File: config.mk
export PLATFORM = sky130hd
export DESIGN_NAME = biquad_seq_filter
export DESIGN_NICKNAME = d
export VERILOG_FILES = /design/src/rtl/eq_pkg.sv /design/src/rtl/mult_acc_signed.sv /design/src/rtl/biquad_seq_filter.sv
export SDC_FILE = /design/constraint.sdc
export NUM_CORES = 2
export LEC_CHECK = 0
export CORE_MARGIN = 2
export CORE_UTILIZATION = 30
export CTS_CLUSTER_DIAMETER = 40
export CTS_CLUSTER_SIZE = 24
export DETAILED_ROUTE_END_ITERATION = 10
export SLEW_MARGIN = 20
export SYNTH_ARGS = -nofsm -noshare
export SYNTH_HDL_FRONTEND = slang
export SYNTH_SLANG_ARGS = --single-unit
File: constraint.sdc
create_clock -name clk -period 36.6 [get_ports clk]
set_input_delay 9.15 -clock clk [delete_from_list [all_inputs] [get_ports clk]]
set_output_delay 9.15 -clock clk [all_outputs]
set_load 0.05 [all_outputs]
File: src/rtl/eq_pkg.sv
// Shared definitions for the equalizer band filters: FSM encoding, MAC step
// count and the width/rounding/saturation constants derived from LARGO and FRAC.
package eq_pkg;

    typedef enum logic [1:0] {
        IDLE = 2'd0,
        MAC  = 2'd1,
        SAT  = 2'd2
    } state_t;

    localparam int unsigned MAC_STEPS = 5;

    // Two full products plus three guard bits hold the five-term sum.
    function automatic int unsigned acc_width(input int unsigned largo);
        return 2 * (largo + 1) + 3;
    endfunction

    function automatic longint round_bias(input int unsigned frac);
        return longint'(1) << (frac - 1);
    endfunction

    function automatic longint sat_hi(input int unsigned largo);
        return (longint'(1) << largo) - 1;
    endfunction

    function automatic longint sat_lo(input int unsigned largo);
        return -(longint'(1) << largo);
    endfunction

endpackage

File: src/rtl/mult_acc_signed.sv
// Registered signed multiplier feeding an add/subtract accumulator.
// The sub flag travels with its product so the sign lines up one cycle later.
module mult_acc_signed #(
    parameter int unsigned W     = 25,
    parameter int unsigned ACC_W = 53
) (
    input  logic                    clk,
    input  logic                    rst,
    input  logic                    clr,
    input  logic                    mul_en,
    input  logic                    sub,
    input  logic                    acc_en,
    input  logic signed [W-1:0]     a,
    input  logic signed [W-1:0]     b,
    output logic signed [ACC_W-1:0] acc
);

    logic signed [2*W-1:0]   prod;
    logic                    prod_sub;
    logic signed [ACC_W-1:0] prod_ext;

    always_comb begin
        prod_ext = {{(ACC_W - 2*W){prod[2*W-1]}}, prod};
    end

    always_ff @(posedge clk or posedge rst) begin
        if (rst) begin
            prod     <= '0;
            prod_sub <= 1'b0;
            acc      <= '0;
        end else if (clr) begin
            prod     <= '0;
            prod_sub <= 1'b0;
            acc      <= '0;
        end else begin
            if (mul_en) begin
                prod     <= (2*W)'(a) * (2*W)'(b);
                prod_sub <= sub;
            end
            if (acc_en) begin
                acc <= prod_sub ? (acc - prod_ext) : (acc + prod_ext);
            end
        end
    end

endmodule

File: src/rtl/biquad_seq_filter.sv
// Single-band biquad IIR section; one shared multiplier time-multiplexed over
// the five products of each sample, then round-half-up and saturate.
module biquad_seq_filter
    import eq_pkg::*;
#(
    parameter int unsigned LARGO = 24,
    parameter int unsigned FRAC  = 13
) (
    input  logic               clk,
    input  logic               rst,
    input  logic               clear_i,
    input  logic signed [LARGO:0] data_i,
    input  logic               valid_i,
    input  logic signed [LARGO:0] b0_i,
    input  logic signed [LARGO:0] b1_i,
    input  logic signed [LARGO:0] b2_i,
    input  logic signed [LARGO:0] a1_i,
    input  logic signed [LARGO:0] a2_i,
    output logic signed [LARGO:0] data_o,
    output logic               valid_o,
    output logic               busy_o,
    output logic               overrun_o
);

    localparam int unsigned W     = LARGO + 1;
    localparam int unsigned ACC_W = acc_width(LARGO);
    localparam logic signed [ACC_W-1:0] BIAS   = ACC_W'(round_bias(FRAC));
    localparam logic signed [ACC_W-1:0] SAT_HI = ACC_W'(sat_hi(LARGO));
    localparam logic signed [ACC_W-1:0] SAT_LO = ACC_W'(sat_lo(LARGO));

    state_t state, state_next;
    logic [2:0] idx;
    logic       sat_phase;
    logic       accept;

    logic signed [LARGO:0] x0, x1, x2, y1, y2;
    logic signed [LARGO:0] c_b0, c_b1, c_b2, c_a1, c_a2;
    logic signed [LARGO:0] op_a, op_b;
    logic                  op_sub;
    logic                  mul_en, acc_en, acc_clr;
    logic signed [ACC_W-1:0] acc, rounded;
    logic signed [LARGO:0] ysat;

    assign accept = (state == IDLE) && valid_i && !clear_i;
    assign busy_o = (state != IDLE);

    always_ff @(posedge clk or posedge rst) begin
        if (rst) state <= IDLE;
        else     state <= state_next;
    end

    always_comb begin
        state_next = state;
        case (state)
            IDLE:    if (accept) state_next = MAC;
            MAC:     if (idx == 3'(MAC_STEPS - 1)) state_next = SAT;
            SAT:     if (sat_phase) state_next = IDLE;
            default: state_next = IDLE;
        endcase
        if (clear_i) state_next = IDLE;
    end

    always_comb begin
        op_a   = c_b0;
        op_b   = x0;
        op_sub = 1'b0;
        case (idx)
            3'd1: begin op_a = c_b1; op_b = x1; end
            3'd2: begin op_a = c_b2; op_b = x2; end
            3'd3: begin op_a = c_a1; op_b = y1; op_sub = 1'b1; end
            3'd4: begin op_a = c_a2; op_b = y2; op_sub = 1'b1; end
            default: ;
        endcase
    end

    // Product k is registered in MAC step k and summed one cycle later, so the
    // first SAT cycle absorbs the last product and the second one rounds.
    always_comb begin
        mul_en  = (state == MAC);
        acc_en  = ((state == MAC) && (idx != 3'd0)) || ((state == SAT) && !sat_phase);
        acc_clr = accept || clear_i;
    end

    mult_acc_signed #(
        .W     (W),
        .ACC_W (ACC_W)
    ) u_mac (
        .clk    (clk),
        .rst    (rst),
        .clr    (acc_clr),
        .mul_en (mul_en),
        .sub    (op_sub),
        .acc_en (acc_en),
        .a      (op_a),
        .b      (op_b),
        .acc    (acc)
    );

    always_comb begin
        rounded = (acc + BIAS) >>> FRAC;
        if (rounded > SAT_HI)      ysat = SAT_HI[LARGO:0];
        else if (rounded < SAT_LO) ysat = SAT_LO[LARGO:0];
        else                       ysat = rounded[LARGO:0];
    end

    always_ff @(posedge clk or posedge rst) begin
        if (rst) begin
            idx       <= '0;
            sat_phase <= 1'b0;
            x0        <= '0;
            x1        <= '0;
            x2        <= '0;
            y1        <= '0;
            y2        <= '0;
            c_b0      <= '0;
            c_b1      <= '0;
            c_b2      <= '0;
            c_a1      <= '0;
            c_a2      <= '0;
            data_o    <= '0;
            valid_o   <= 1'b0;
            overrun_o <= 1'b0;
        end else begin
            valid_o   <= 1'b0;
            overrun_o <= valid_i && (state != IDLE);
            if (clear_i) begin
                idx       <= '0;
                sat_phase <= 1'b0;
                x0        <= '0;
                x1        <= '0;
                x2        <= '0;
                y1        <= '0;
                y2        <= '0;
            end else if (accept) begin
                idx       <= '0;
                sat_phase <= 1'b0;
                x0        <= data_i;
                c_b0      <= b0_i;
                c_b1      <= b1_i;
                c_b2      <= b2_i;
                c_a1      <= a1_i;
                c_a2      <= a2_i;
            end else if (state == MAC) begin
                idx <= idx + 3'd1;
            end else if (state == SAT) begin
                if (!sat_phase) begin
                    sat_phase <= 1'b1;
                end else begin
                    sat_phase <= 1'b0;
                    data_o    <= ysat;
                    valid_o   <= 1'b1;
                    x2        <= x1;
                    x1        <= x0;
                    y2        <= y1;
                    y1        <= ysat;
                end
            end
        end
    end

endmodule

# == Word level (Yosys, flattened, before mapping) ==
# Cells that the tools add are included.
# classes
order_cmp,2
bitwise,3
addsub,4
n_eq_ne,12
multipliers,1
mux,52
n_reduce_logical,25
# ops
cell,n
25-bit 2-to-1 mux,24
25-bit one-hot mux with 4 select lines,2
53-bit 2-to-1 mux,3
50-bit 2-to-1 mux,2
53-bit by 14-bit adder with 53-bit output (second input constant),1
53-bit by 50-bit adder with 53-bit output,1
53-bit by 50-bit subtractor with 53-bit output,1
25-bit by 25-bit multiplier with 50-bit output,1
40-bit by 25-bit > comparator with 1-bit output (second input constant),1
40-bit by 25-bit less-than comparator with 1-bit output (second input constant),1
1-bit 2-to-1 mux,13
2-bit nonzero test,6
3-bit 2-to-1 mux,3
3-bit inequality test (second input constant),3
3-bit nonzero test,3
2-bit 2-to-1 mux,4
3-bit by 2-bit == test with 1-bit output (second input constant),2
2-bit one-hot mux with 3 select lines,1
1-bit logical AND,5
5-bit AND reduction,1
2-bit inequality test (second input constant),2
2-bit AND reduction,2
4-bit AND reduction,1
3-bit by 1-bit adder with 3-bit output (second input constant),1
11 further kinds,15
# totals
elab_cells,118
in_bits,154
ff_bits,387
out_inout_bits,28

# == Longest topological paths before layout ==
# depth
depth_word,9
depth_mapped,37
mapped_depth_nobuf,33

# == Modules after synthesis ==
# A second synthesis with hierarchy kept.
# hier_totals
hier_cells,4525
area_unflattened_um2,43574.3
# by_module_without_submodules
mod,area_each_um2,n_inst,cells_per_inst
mult_acc_signed,30643.1,1,3392
biquad_seq_filter,12931.2,1,1133

# == Least setup slack after synthesis ==
# No wires, ideal clock.
# synth_path
path_kind,input-to-reg
startpoint,in clear_i
endpoint,reg c_a1[0]
stages,5
arrival_time_ps,10564
path_slack_ps,25911
setup_ps,125
cell_sequence,clkbuf_1 nor2_1 clkbuf_1 clkbuf_1 mux2_2
# synth_between
elab_chain_len,3
word_cells_on_any_way,4
classes_between,bitwise (1); reduce/logical (3)
# synth_lines
element,line,text
from (decl),biquad_seq_filter.sv:11,"input logic clear_i,"
1-bit zero test,biquad_seq_filter.sv:44,assign accept = (state == IDLE) && valid_i && !clear_i;
1-bit logical AND,biquad_seq_filter.sv:44,
2-bit AND reduction (no line) *,--,
to (signal assigned),biquad_seq_filter.sv:141,c_a1 <= a1_i;
to (decl),biquad_seq_filter.sv:37,"logic signed [LARGO:0] c_b0, c_b1, c_b2, c_a1, c_a2;"
# Every way passes the cells marked *; elsewhere a longest branch is shown, timed or not.
# A chain may end at the register's enable or synchronous reset.

# == Worst setup path after layout ==
# layout_path
startpoint,in valid_i
endpoint,reg c_b2[10]
# layout_between
elab_chain_len,3
# layout_lines
element,line,text
from (decl),biquad_seq_filter.sv:13,"input logic valid_i,"
1-bit logical AND (2 in series),biquad_seq_filter.sv:44,
2-bit AND reduction (no line),--,
to (signal assigned),biquad_seq_filter.sv:140,c_b2 <= b2_i;
to (decl),biquad_seq_filter.sv:37,
# Every way passes these cells.

==> reports/qor.yml <==
status: "completed"
drtAntennaViolNets: 0
yosysSeqAreaShare_pct: 22.55
setup_viol: 0
maxCapViolations: 0
post_cts_resized: 0
core-area_um2: 141800
wl_met2_mm: 59.43
wl_met3_mm: 10.44
synth.area.top_cells: "fa_1 (31%), dfrtp_1 (23%), nand2_1 (6.4%)"
hold_violations: 0
critical_path_arrival_ns: 12.32
synth.distinct_cells: 74
synth.top_cell.area_share_pct: 30.72
crit_fanout: 85
die_w_um: 382.3
stdcell_area_um2: 49800
wl_met1_mm: 58.90
fin_nets: 5822
fin_worst_hold_slack_ns: 0.4993
clockBufferDepth: 3
cts_tree: "yes"
crit_path_top_delay_cell: "buf_4"
clkTransAtPathRegs_ns: 0.05
netlist_area_um2: 42940
final_common_cell: "nand2_1"
ys.warnings.count: 0
clock_skew_ns: 0.03812
r2r-start: "idx[0]"
finalWorstSetupSlack_ns: 24.78
worstHoldPathType: "reg -> reg"
critPathCaptureType: "flop"
htree_levels: 3
ys_async_sr_fraction_pct: 100.0
insertion_delay_ns: 0.63
wirelength_mm: 132.6
critical_path_class: "in -> reg"
period_needed_ns: 11.82
grt_pass1_vias: 34910
area_delta_synth_final_pct: 15.96
cts-buffers-inserted: 68
slew_headroom_pct: 20.51
grt-ovfl-total: 0
drt_iter0_markers: 2536
critPathMaxStageDelay_ns: 0.91
drc_errors: 0
syn_inst: 4680
syn_avg_cell_area_um2: 9.176
timing.final.max_slew_violations: 0
cts_hold_buf: 0
tightest_slew_ns: 1.189
layout_worst_path_cycle_share_pct: 32.29
synth_area_leader_cell: "fa_1"
cp_num_buf_inv: 4
maxUsedRoutingLayer: "met5"
placed_area_um2: 47400
cp-start-kind: "input pin"
port_buffers: 181
grt_usage_pct: 18.20
cpLargestDelayFamily: "buffers and inverters"
rows: 138
die_h_um: 382.3
critPathLaunch: "valid_i"
vias_per_cell: 5.056
initial_core_util_pct: 30.29
cts_num_sinks: 387
worstPathRequired_ns: 37.10
rsz0062_at_grt: "no"
fmax_mhz: 84.62
dp.final_hpwl_mm: 103.2
vias: 34140
crit_path_frequent_cell: "buf_4"
grt_max_degree: 135
diodes: 0
post_cts_buffers: 0
min_from: "data_o[21]"
ys.flop_type: "dfrtp_1"
root_buffer: "clkbuf_16"
wl_per_cell_um: 19.65
gp_congestion: 0.9287
synth_edf_count: 0
dieArea_um2: 146200
antenna_found_initial: 5
layout-drive-gt1-share_pct: 8.620
io_pins: 182
final_cell_mix: "nand2_1 (728), inv_1 (680), fa_1 (659), nor2_1 (440), dfrtp_1 (387)"
grt_pass1_wl_mm: 207.4
syn-num-nets: 5693
dr.pass1.iters: 5
pre_cts_ws_ns: 24.19
path_cells: "clkdlybuf4s50_1, nand2_1, nor2_4, buf_4, buf_4, buf_4, mux2_2"
synth.ff_latch_count: 387
setup_tns_ns: 0
## tightest hold or removal path, stage by stage, from the launching register on
cell and delay [ns]:
dfrtp_1 0.35, a21oi_1 0.06, nand2_1 0.06
## through the flow
step	std cells	utilization [%]
after floorplan	4680	-
after global placement	6628	33.43
after detailed placement	6628	33.44
after CTS	6750	35.11
after global routing	6751	35.13
final	6751	35.13
## synth_stat cells (7+ instances only)
cell,n
a211o_1,9
a211oi_1,26
a21o_1,38
a21oi_1,263
a221o_1,8
a22o_1,32
a22oi_1,100
a311oi_1,7
a31oi_1,63
and2_1,27
and3_1,25
buf_1,12
clkbuf_1,199
dfrtp_1,387
fa_1,659
ha_1,200
inv_1,681
mux2_2,126
mux2i_1,38
nand2_1,728
nand2b_1,30
nand3_1,36
nand4_1,17
nor2_1,443
nor2b_1,33
nor3_1,33
nor4_1,16
o21a_1,10
o21ai_0,112
o21ai_1,9
o21bai_1,17
o22ai_1,8
o31ai_1,8
or2_2,7
or3_1,13
xnor2_1,138
xor2_1,44
## registers in the layout (all words and copies together) (netlist names), 2 cells and up
name        count
y2             25
c_b1           25
c_a2           25
x1             25
c_b0           25
idx             3
c_b2           25
state           2
u_mac.prod     50
x0             25
c_a1           25
u_mac.acc      53
x2             25
data_o         25
y1             25
## worst paths after layout
kind | end | slack, ns | depth (start not counted)
max | c_b2[10] | 24.78 | 7
min | data_o[21] | 0.50 | 2
max reg2reg | u_mac.prod[48] | 25.92 | 32
min reg2reg | data_o[21] | 0.50 | 2
max in group asynchronous | u_mac.acc[16] | 25.20 | 4
min in group asynchronous | x0[13] | 9.07 | 2
## routing by layer
metal	vias to the layer above	track usage, %
met5	-	0
met4	6	5.206
met3	220	3.253
met2	1271	28.38
met1	17420	25.78
li1	15220	-
## area by class of cell
class	count	area [um2]
well taps	1890	2365
fillers	14310	91960
clock buffers	86	1869
multi-input cells	3392	30250
clock inverters	36	495.5
inverters	681	2564
flip-flops and latches	387	9684
repair buffers	279	2567
## kinds of logic after synthesis
group                    count (synthesis)  share of synthesized area (%)
AND/OR/NAND/NOR                       1444                          14.22
buffers and inverters                  901                          7.928
adder cells (fa/ha/maj)                859                          36.55
AO/OA/AOI/OAI                          743                          10.85
flip-flops                             387                          22.55
XOR/XNOR                               182                          3.712
multiplexers                           164                          4.190
Power is not shown: default switching activity piles up to over one toggle a cycle in this logic, so the estimate is an artifact.
